<file path="config.mk">
export PLATFORM = sky130hd
export DESIGN_NAME = ld_mem_a_sequencer
export DESIGN_NICKNAME = d
export VERILOG_FILES = /design/src/rtl/ld_seq_pkg.sv /design/src/rtl/ld_seq_wait_counter.sv /design/src/rtl/ld_mem_a_sequencer.sv
export SDC_FILE = /design/constraint.sdc
export NUM_CORES = 1
export LEC_CHECK = 0
export ABC_AREA = 1
export CORE_ASPECT_RATIO = 1.1
export CORE_MARGIN = 10
export CORE_UTILIZATION = 45
export DETAILED_ROUTE_END_ITERATION = 8
export GPL_TIMING_DRIVEN = 0
export PLACE_DENSITY = 0.92
export SKIP_CTS_REPAIR_TIMING = 1
export SLEW_MARGIN = 40
export SYNTH_ARGS = -nofsm -noshare
export SYNTH_HDL_FRONTEND = slang
export SYNTH_SLANG_ARGS = --single-unit
</file>
<file path="constraint.sdc">
create_clock -name i_Clk -period 1.95 [get_ports i_Clk]
set_input_delay 0.195 -clock i_Clk [delete_from_list [all_inputs] [get_ports i_Clk]]
set_output_delay 0.195 -clock i_Clk [all_outputs]
set_load 0.005 [all_outputs]
</file>
<file path="src/rtl/ld_seq_pkg.sv">
// Shared definitions for the accumulator-A memory transfer sequencer: states, mode
// encodings, datapath bit positions and the state-to-control decode.
package ld_seq_pkg;

  typedef enum logic [2:0] {
    ST_IDLE     = 3'd0,
    ST_IMM_LO_A = 3'd1,
    ST_IMM_LO_D = 3'd2,
    ST_IMM_HI_A = 3'd3,
    ST_IMM_HI_D = 3'd4,
    ST_MEM_A    = 3'd5,
    ST_MEM_D    = 3'd6,
    ST_FETCH    = 3'd7
  } state_t;

  localparam logic [1:0] MODE_A16 = 2'b00;
  localparam logic [1:0] MODE_A8  = 2'b01;
  localparam logic [1:0] MODE_C   = 2'b10;
  localparam logic [1:0] MODE_ILL = 2'b11;

  // Bit positions inside the datapath control bundle common to all sequencers.
  localparam int W8_Z       = 1;
  localparam int W8_W       = 0;
  localparam int R16_PC     = 5;
  localparam int R16_WZ     = 0;
  localparam int W16_PC     = 5;
  localparam int INC16_ADDR = 0;
  localparam int ALU8_A     = 0;

  typedef struct packed {
    logic       ir_fetch;
    logic [7:0] write8;
    logic [5:0] read16;
    logic [5:0] write16;
    logic [1:0] read_alu8;
    logic [1:0] write_alu8;
    logic       move_reg;
    logic       bus_in;
    logic       bus_out;
    logic       address_out;
    logic [1:0] increment16;
    logic       high_page;
    logic       low_src_c;
  } ctrl_t;

  function automatic state_t first_state(input logic [1:0] mode);
    return (mode == MODE_C) ? ST_MEM_A : ST_IMM_LO_A;
  endfunction

  function automatic ctrl_t decode_ctrl(input state_t st, input logic [1:0] mode, input logic dir);
    ctrl_t c;
    c = '0;
    case (st)
      ST_IMM_LO_A, ST_IMM_HI_A: begin
        c.address_out             = 1'b1;
        c.read16[R16_PC]          = 1'b1;
        c.write16[W16_PC]         = 1'b1;
        c.increment16[INC16_ADDR] = 1'b1;
      end
      ST_IMM_LO_D: begin
        c.bus_in       = 1'b1;
        c.write8[W8_Z] = 1'b1;
      end
      ST_IMM_HI_D: begin
        c.bus_in       = 1'b1;
        c.write8[W8_W] = 1'b1;
      end
      ST_MEM_A: begin
        c.address_out    = 1'b1;
        c.read16[R16_WZ] = 1'b1;
        c.high_page      = (mode != MODE_A16);
        c.low_src_c      = (mode == MODE_C);
      end
      ST_MEM_D: begin
        if (dir) begin
          c.bus_in             = 1'b1;
          c.write_alu8[ALU8_A] = 1'b1;
        end else begin
          c.bus_out           = 1'b1;
          c.read_alu8[ALU8_A] = 1'b1;
          c.move_reg          = 1'b1;
        end
      end
      ST_FETCH: c.ir_fetch = 1'b1;
      default: ;
    endcase
    return c;
  endfunction

endpackage

</file>
<file path="src/rtl/ld_seq_wait_counter.sv">
// Loadable 4-bit down-counter with zero flag; holds at zero rather than wrapping.
module ld_seq_wait_counter (
  input  logic       i_Clk,
  input  logic       i_Reset,
  input  logic       i_Load,
  input  logic [3:0] i_Load_Val,
  input  logic       i_Dec,
  output logic       o_Zero
);

  logic [3:0] count_d, count_q;

  always_comb begin
    count_d = count_q;
    if (i_Load) begin
      count_d = i_Load_Val;
    end else if (i_Dec && (count_q != 4'd0)) begin
      count_d = count_q - 4'd1;
    end
  end

  always_ff @(posedge i_Clk or posedge i_Reset) begin
    if (i_Reset) begin
      count_q <= 4'd0;
    end else begin
      count_q <= count_d;
    end
  end

  assign o_Zero = (count_q == 4'd0);

endmodule

</file>
<file path="src/rtl/ld_mem_a_sequencer.sv">
// Microcode sequencer for LD/LDH transfers of A to/from a direct, high-page or (C) address.
// Valid/ready: i_Start is accepted only in IDLE or on the FETCH exit tick; o_Busy marks non-IDLE.
module ld_mem_a_sequencer
  import ld_seq_pkg::*;
#(
  parameter int SUPPORT_HIGH_PAGE = 1,
  parameter int WAIT_STATES       = 0
) (
  input  logic       i_Clk,
  input  logic       i_Reset,
  input  logic       i_Tick,
  input  logic       i_Start,
  input  logic [1:0] i_Mode,
  input  logic       i_Dir,
  output logic       o_Busy,
  output logic       o_Done,
  output logic       o_Illegal,
  output logic       o_IR_Fetch,
  output logic [7:0] o_Write8,
  output logic [5:0] o_Read16,
  output logic [5:0] o_Write16,
  output logic [1:0] o_ReadALU8,
  output logic [1:0] o_WriteALU8,
  output logic       o_Move_Reg,
  output logic       o_Bus_In,
  output logic       o_Bus_Out,
  output logic       o_Address_Out,
  output logic [1:0] o_Increment16,
  output logic       o_High_Page,
  output logic       o_Low_Src_C,
  output logic [2:0] o_Dbg_State
);

  localparam logic [3:0] WAIT_INIT = 4'(WAIT_STATES);

  state_t     state_d, state_q;
  logic [1:0] mode_d, mode_q;
  logic       dir_d, dir_q;
  logic       done_d, done_q;
  logic       illegal_d, illegal_q;
  ctrl_t      ctrl_d, ctrl_q;
  logic       take_start, start_legal;
  logic       wait_load, wait_dec, wait_zero;

  ld_seq_wait_counter u_wait (
    .i_Clk      (i_Clk),
    .i_Reset    (i_Reset),
    .i_Load     (wait_load),
    .i_Load_Val (WAIT_INIT),
    .i_Dec      (wait_dec),
    .o_Zero     (wait_zero)
  );

  assign wait_dec    = (state_q == ST_MEM_D) && i_Tick;
  assign start_legal = (i_Mode == MODE_A16) ||
                       (((i_Mode == MODE_A8) || (i_Mode == MODE_C)) && (SUPPORT_HIGH_PAGE != 0));

  always_comb begin
    state_d    = state_q;
    mode_d     = mode_q;
    dir_d      = dir_q;
    done_d     = 1'b0;
    illegal_d  = 1'b0;
    wait_load  = 1'b0;
    take_start = 1'b0;
    case (state_q)
      ST_IDLE:     take_start = i_Start;
      ST_IMM_LO_A: if (i_Tick) state_d = ST_IMM_LO_D;
      ST_IMM_LO_D: if (i_Tick) state_d = (mode_q == MODE_A8) ? ST_MEM_A : ST_IMM_HI_A;
      ST_IMM_HI_A: if (i_Tick) state_d = ST_IMM_HI_D;
      ST_IMM_HI_D: if (i_Tick) state_d = ST_MEM_A;
      ST_MEM_A: begin
        if (i_Tick) begin
          state_d   = ST_MEM_D;
          wait_load = 1'b1;
        end
      end
      ST_MEM_D:    if (i_Tick && wait_zero) state_d = ST_FETCH;
      ST_FETCH: begin
        if (i_Tick) begin
          done_d     = 1'b1;
          state_d    = ST_IDLE;
          take_start = i_Start;
        end
      end
      default:     state_d = ST_IDLE;
    endcase
    // A start overrides the default next state, including the back-to-back FETCH exit.
    if (take_start) begin
      if (start_legal) begin
        state_d = first_state(i_Mode);
        mode_d  = i_Mode;
        dir_d   = i_Dir;
      end else begin
        illegal_d = 1'b1;
      end
    end
    ctrl_d = decode_ctrl(state_d, mode_d, dir_d);
  end

  always_ff @(posedge i_Clk or posedge i_Reset) begin
    if (i_Reset) begin
      state_q   <= ST_IDLE;
      mode_q    <= MODE_A16;
      dir_q     <= 1'b0;
      done_q    <= 1'b0;
      illegal_q <= 1'b0;
      ctrl_q    <= '0;
    end else begin
      state_q   <= state_d;
      mode_q    <= mode_d;
      dir_q     <= dir_d;
      done_q    <= done_d;
      illegal_q <= illegal_d;
      ctrl_q    <= ctrl_d;
    end
  end

  assign o_Busy        = (state_q != ST_IDLE);
  assign o_Done        = done_q;
  assign o_Illegal     = illegal_q;
  assign o_IR_Fetch    = ctrl_q.ir_fetch;
  assign o_Write8      = ctrl_q.write8;
  assign o_Read16      = ctrl_q.read16;
  assign o_Write16     = ctrl_q.write16;
  assign o_ReadALU8    = ctrl_q.read_alu8;
  assign o_WriteALU8   = ctrl_q.write_alu8;
  assign o_Move_Reg    = ctrl_q.move_reg;
  assign o_Bus_In      = ctrl_q.bus_in;
  assign o_Bus_Out     = ctrl_q.bus_out;
  assign o_Address_Out = ctrl_q.address_out;
  assign o_Increment16 = ctrl_q.increment16;
  assign o_High_Page   = ctrl_q.high_page;
  assign o_Low_Src_C   = ctrl_q.low_src_c;
  assign o_Dbg_State   = state_q;

endmodule

</file>
==> results.tsv, run 1 <==
stage	metric	value	unit
clock_network	cts_buffers	3	
power_and_ir_drop	switching_share	0.419	
placed_design	hpwl	2290	um
detailed_routing	first_pass_iters	6	
power_and_ir_drop	p_clk_frac	0.103	
global_route	met3_usage	0.0502	
clock_network	clkSinkCount	23	
synth	seq_area_frac_synth	0.430	
floorplanning	core_area	2800	um2
worst_setup_path	reg2reg_slack	390	ps
floorplanning	die_h	77.2	um
synth	synth_seq_cells	23	
global_route	gr-total-overflow	0	
detailed_routing	ant_nets	0	
run	drv_cap	0	
global_route	grt_pass1_wl	4750	um
floorplanning	io_pins	46	
global_route	grt_pass1_vias	1056	
cells_and_area	num_antenna_cells	0	
sta	fin_tns_setup	0	ps
global_route	grt.met2_usage	0.192	
floorplanning	rows	20	
sta	min_period_over_period	0.918	
global_route	grt_max_degree	24	
global_route	grtUsageTotal	0.103	
power_and_ir_drop	p_leak	0.919	nW
sta	drv_slew	0	
synth	avgSynthCellArea	8.57	um2
detailed_routing	drc	0	
detailed_routing	drtIter0Drc	33	
synth	syn_inst	156	
power_and_ir_drop	pwr-share-comb	0.550	
worst_setup_path	cp.arrival	1590	ps
sta	setup_viol	0	
sta	period_minus_slack	1790	ps
detailed_routing	avgViaCountPerCell	4.26	
sta	rsz0062_at_grt	false	
power_and_ir_drop	pwr_density_cell	1270	nW/um2
power_and_ir_drop	seq_power_share	0.347	
power_and_ir_drop	p_total	0.00220	W
detailed_routing	route.vias.total	1006	
clock_network	cts_root_buf	clkbuf_4	
placed_design	io_buffers	26	
power_and_ir_drop	vdd_drop_max	0.975	mV
worst_setup_path	endpoint_kind	output port	
global_route	use_met1	0.0976	
detailed_routing	wl	2720	um
run_status	status	finished clean	
min_path	hold_path.class	primary input to flip-flop	
cells_and_area	area_growth	29.6	%
clock_network	clockBufferDepth	2	
placed_design	dp_slack	336	ps
sta	skew	3.86	ps
cells_and_area	nNetsFinal	213	
worst_setup_path	crit_type	flip-flop to output port	
clock_network	clkTransAtPathRegs	130	ps
floorplanning	die_area	5560	um2
floorplanning	die_w	72.0	um
clock_network	insertion_delay	310	ps
power_and_ir_drop	p_switching	0.000923	W
synth	netlist-cell-type-count	27	
clock_network	htree_levels	1	
cells_and_area	drive_above_1_share	0.266	
detailed_routing	wl_per_cell	11.5	um
sta	max_freq	0.559	GHz
worst_setup_path	worstPathRequired	1750	ps
power_and_ir_drop	p_int	0.00128	W
placed_design	gp_congestion	0.788	
global_route	antenna_found_initial	0	
cells_and_area	postLayoutCoreUtil	0.618	
clock_network	cts_tree	done	
sta	timing.final.ws_setup	161	ps
synth	syn_area	1340	um2
floorplanning	start_util	0.477	
synth	ys_warn_count	0	
global_route	busiest_layer	met2	
sta	hold_viol	0	
worst_setup_path	start_kind	flip-flop	
worst_setup_path	critPathMaxFanout	8	
[critical path: stages (launching register included)]
cell and delay, ps:
dfrtp_1 500, nor2_2 220, nand2_2 100, clkdlybuf4s50_1 460
[final cells by class]
cell class                 instances  area (um2)
timing repair buffer              26         260
clock buffer                       3        22.5
clock inverter                     1        7.51
inverter                          25        93.8
buffer                            23         170
multi-input combinational        102         562
tap                               33        41.3
fill                             260        1070
sequential                        23         576
[power groups by stage]
| stage | logic [W] | registers [W] | clock network, W |
|---|---|---|---|
| global route | 0.00138 | 0.000788 | 0.000263 |
| detailed placement | 0.00123 | 0.000775 | 0 |
| floorplan | 0.000776 | 0.000761 | 0 |
| CTS | 0.00123 | 0.000764 | 0.000241 |
| global placement | 0.00117 | 0.000767 | 0 |
| finish | 0.00121 | 0.000763 | 0.000226 |
[metal layers]
layer / wire length, um / vias up
met4: 13 / 0
met2: 1550 / 21
li1: - / 535
met1: 966 / 448
met5: 0 / -
met3: 197 / 2
[path summary, 6_finish.rpt]
| check | cells past startpoint | endpoint | from |
|---|---|---|---|
| worst min-delay path | 2 | o_IR_Fetch | i_Tick |
| max in group asynchronous | 2 | u_wait.count_q[2] | i_Reset |
| worst min register to register | 1 | u_wait.count_q[0] | u_wait.count_q[0] |
| worst max register to register | 8 | o_Bus_In | o_Dbg_State[0] |
| worst max-delay path | 3 | o_Busy | o_Dbg_State[0] |
| min in group asynchronous | 2 | o_Bus_Out | i_Reset |
[sequential cells by signal (all words and copies together), names as in the netlist, 2 cells and up]
register	count
o_Write8	2
u_wait.count_q	4
o_Dbg_State	3
mode_q	2
[logic make-up after synthesis]
family | Yosys count | synth area share
other | 1 | 0.00280
AO/OA/AOI/OAI | 14 | 0.0702
buffers and inverters | 48 | 0.197
AND/OR/NAND/NOR | 68 | 0.281
flip-flops | 23 | 0.430
adder cells (fa/ha/maj) | 2 | 0.0187
[metrics by stage]
| stage | hold WS (ps) | cell area (um2) | std cells |
|---|---|---|---|
| global placement | 479 | 1700 | 232 |
| CTS | 144 | 1730 | 236 |
| finish | 153 | 1730 | 236 |
| global route | 161 | 1730 | 236 |
| detailed placement | 489 | 1700 | 232 |
| floorplan | 197 | 1400 | 173 |
[synthesized netlist by cell type (all sizes together)]
| cell type | number | share of area |
|---|---|---|
| dfrtp | 23 | 0.43 |
| buf | 23 | 0.13 |
| nand2 | 36 | 0.14 |
| conb | 1 | 0.0028 |
| ha | 2 | 0.019 |
| o31ai | 1 | 0.0056 |
| nor3 | 5 | 0.030 |
| nor3b | 2 | 0.011 |
| o21ai | 7 | 0.029 |
| nand3 | 9 | 0.037 |
| nor2 | 15 | 0.055 |
| inv | 25 | 0.070 |
| nand4 | 1 | 0.0047 |
| a21oi | 5 | 0.030 |
| o21a | 1 | 0.0056 |
[placed cells by master, fill, tap and decap left out, drive strengths merged]
cell           Yosys  layout
o21a               1       1
clkbuf             0       3
a21oi              5       5
nor3               5       5
nor3b              2       2
dfrtp             23      23
inv               25      25
conb               1      18
buf               23      23
nand4              1       1
ha                 2       2
nand3              9       9
clkdlybuf4s50      0      26
o31ai              1       1
nor2              15      15
o21ai              7       7
nand2             36      36
clkinvlp           0       1
Note: power is estimated with default switching activity, not from simulation.
==> run 2, diff against run 1 <==
--- a/config.mk
+++ b/config.mk
@@ -12,6 +12,7 @@
 export DETAILED_ROUTE_END_ITERATION = 8
 export GPL_TIMING_DRIVEN = 0
 export PLACE_DENSITY = 0.92
+export SETUP_SLACK_MARGIN = 0.2
 export SKIP_CTS_REPAIR_TIMING = 1
 export SLEW_MARGIN = 40
 export SYNTH_ARGS = -nofsm -noshare
==> run 2 against run 1 <==
  * First-iteration DRC count is 3.0% lower
  * Critical path depth unchanged
  * Total power up 4.3%
  * Critical path type unchanged
  * Worst setup slack improved by 91 ps
  * Via count up 7.3%
  * Die area is the same
  * Clock skew fell by 1.1 ps
  * Final area is 2.5% higher
==> results.tsv, run 2 (synthesized netlist as in run 1, its figures left out) <==
stage	metric	value	unit	change
cells_and_area	final_cell_mix	buf_4, clkdlybuf4s50_1, nand2_1		was clkdlybuf4s50_1, nand2_1, dfrtp_1
floorplanning	die_w	72.0	um	unchanged
placed_design	hpwl	2290	um	unchanged
floorplanning	core_area	2800	um2	unchanged
cells_and_area	nFillCells	254		was 260
worst_setup_path	crit_buf_inv	2		was 1
placed_design	gp_congestion	0.788		unchanged
detailed_routing	drc	0		unchanged
global_route	gr-total-overflow	0		unchanged
detailed_routing	wl	2920	um	was 2720 um
clock_network	cts_buffers	3		unchanged
floorplanning	die_area	5560	um2	unchanged
clock_network	cts_root_buf	clkbuf_4		unchanged
sta	rsz0062_at_grt	true		was false
detailed_routing	route.vias.total	1079		was 1006
run	drv_cap	0		unchanged
power_and_ir_drop	p_switching	0.000964	W	was 0.000923 W
global_route	grt_pass1_wl	4750	um	unchanged
worst_setup_path	crit_chain	inv_1 -> nand2_2 -> clkdlybuf4s50_1		was nor2_2 -> nand2_2 -> clkdlybuf4s50_1
global_route	grtUsageTotal	0.103		unchanged
floorplanning	rows	20		unchanged
clock_network	cts_tree	done		unchanged
worst_setup_path	crit_slowest_cell	clkdlybuf4s50_1		was dfrtp_1
detailed_routing	wl_met2	1680	um	was 1550 um
clock_network	insertion_delay	310	ps	about the same
clock_network	htree_levels	1		unchanged
cells_and_area	fin_area	1780	um2	was 1730 um2
cells_and_area	nNetsFinal	217		was 213
worst_setup_path	reg2reg_slack	390	ps	about the same
power_and_ir_drop	p_leak	0.937	nW	was 0.919 nW
floorplanning	io_pins	46		unchanged
worst_setup_path	cp.arrival	1500	ps	was 1590 ps
sta	setup_viol	0		unchanged
sta	fin_tns_setup	0	ps	unchanged
detailed_routing	ant_nets	0		unchanged
placed_design	placed_cell_area	1700	um2	unchanged
detailed_routing	first_pass_iters	4		was 6
worst_setup_path	start_kind	flip-flop		unchanged
worst_setup_path	endpoint_kind	output port		unchanged
power_and_ir_drop	p_int	0.00133	W	was 0.00128 W
sta	min_period_over_period	0.871		was 0.918
cells_and_area	area_growth	32.8	%	was 29.6%
worst_setup_path	crit_type	flip-flop to output port		unchanged
power_and_ir_drop	p_clk_frac	0.100		was 0.103
power_and_ir_drop	pwr-share-comb	0.565		was 0.550
worst_setup_path	critPathMaxFanout	7		was 8
detailed_routing	drt-met1-wl	984	um	was 966 um
cells_and_area	regMostFlops	u_wait.count_q		unchanged
clock_network	clkSinkCount	23		unchanged
global_route	grt_pass1_vias	1056		unchanged
placed_design	io_buffers	26		unchanged
worst_setup_path	worstPathRequired	1750	ps	about the same
clock_network	clockBufferDepth	2		unchanged
power_and_ir_drop	vdd_drop_max	1.03	mV	was 0.975 mV
sta	drv_slew	0		unchanged
detailed_routing	dr.max_layer_used	met4		unchanged
clock_network	clkTransAtPathRegs	130	ps	about the same
global_route	grt_max_degree	24		unchanged
worst_setup_path	slowest_delay	510	ps	was 500 ps
detailed_routing	wl_met3	229	um	was 197 um
floorplanning	die_h	77.2	um	unchanged
run_status	status	finished clean		unchanged
floorplanning	start_util	0.477		unchanged
detailed_routing	drtIter0Drc	32		was 33
sta	skew	2.75	ps	was 3.86 ps
sta	hold-worst-slack	164	ps	was 153 ps
cells_and_area	largest_reg_flops	4		unchanged
sta	period_minus_slack	1700	ps	was 1790 ps
sta	hold_viol	0		unchanged
worst_setup_path	path_delay_family	buffers and inverters		was flip-flops
global_route	antenna_found_initial	0		unchanged
power_and_ir_drop	pwr_density_cell	1290	nW/um2	was 1270 nW/um2
power_and_ir_drop	seq_power_share	0.335		was 0.347
sta	max_freq	0.589	GHz	was 0.559 GHz
power_and_ir_drop	switching_share	0.420		was 0.419
cells_and_area	drive_above_1_share	0.300		was 0.266
cells_and_area	num_antenna_cells	0		unchanged
min_path	hold_path.class	primary input to flip-flop		unchanged
detailed_routing	avgViaCountPerCell	4.50		was 4.26
detailed_routing	wl_per_cell	12.2	um	was 11.5 um
==> run 2: worst paths after layout <==
kind,start,endpoint,cells past startpoint
worst max-delay path,o_Dbg_State[1],o_Busy,3
worst min-delay path,i_Tick,o_IR_Fetch,2
worst max register to register,o_Dbg_State[0],o_Bus_In,11
worst min register to register,u_wait.count_q[0],u_wait.count_q[0],1
max in group asynchronous,i_Reset,o_Dbg_State[0],2
min in group asynchronous,i_Reset,dir_q,2
==> run 2: power groups by stage <==
stage	logic, W	registers (W)	clock network [W]
floorplan	0.000776	0.000761	0
CTS	0.00123	0.000764	0.000241
global placement	0.00117	0.000767	0
detailed placement	0.00123	0.000775	0
global route	0.00147	0.000790	0.000263
finish	0.00130	0.000768	0.000230
==> run 2: through the flow <==
step / utilization / power (W) / setup WS [ps] / cells
after CTS: 0.618 / 0.00224 / 144 / 236
after global placement: 0.608 / 0.00194 / 405 / 232
final: 0.634 / 0.00230 / 251 / 240
after floorplan: - / 0.00154 / 562 / 173
after detailed placement: 0.608 / 0.00200 / 336 / 232
after global routing: 0.634 / 0.00252 / 169 / 240
==> run 2: layer usage <==
metal	up-vias	track usage
met5	-	0
met2	39	0.192
li1	542	-
met1	490	0.0976
met3	8	0.0502
met4	0	0.0233
==> run 2: area by class of cell <==
type | instances | area [um2] | share of cell area
Sequential cell | 23 | 579 | 0.326
Multi-Input combinational cell | 102 | 572 | 0.322
Timing Repair Buffer | 30 | 290 | 0.163
Buffer | 23 | 170 | 0.0958
Inverter | 25 | 93.8 | 0.0528
Tap cell | 33 | 41.3 | 0.0232
Clock buffer | 3 | 22.5 | 0.0127
Clock inverter | 1 | 7.51 | 0.00423
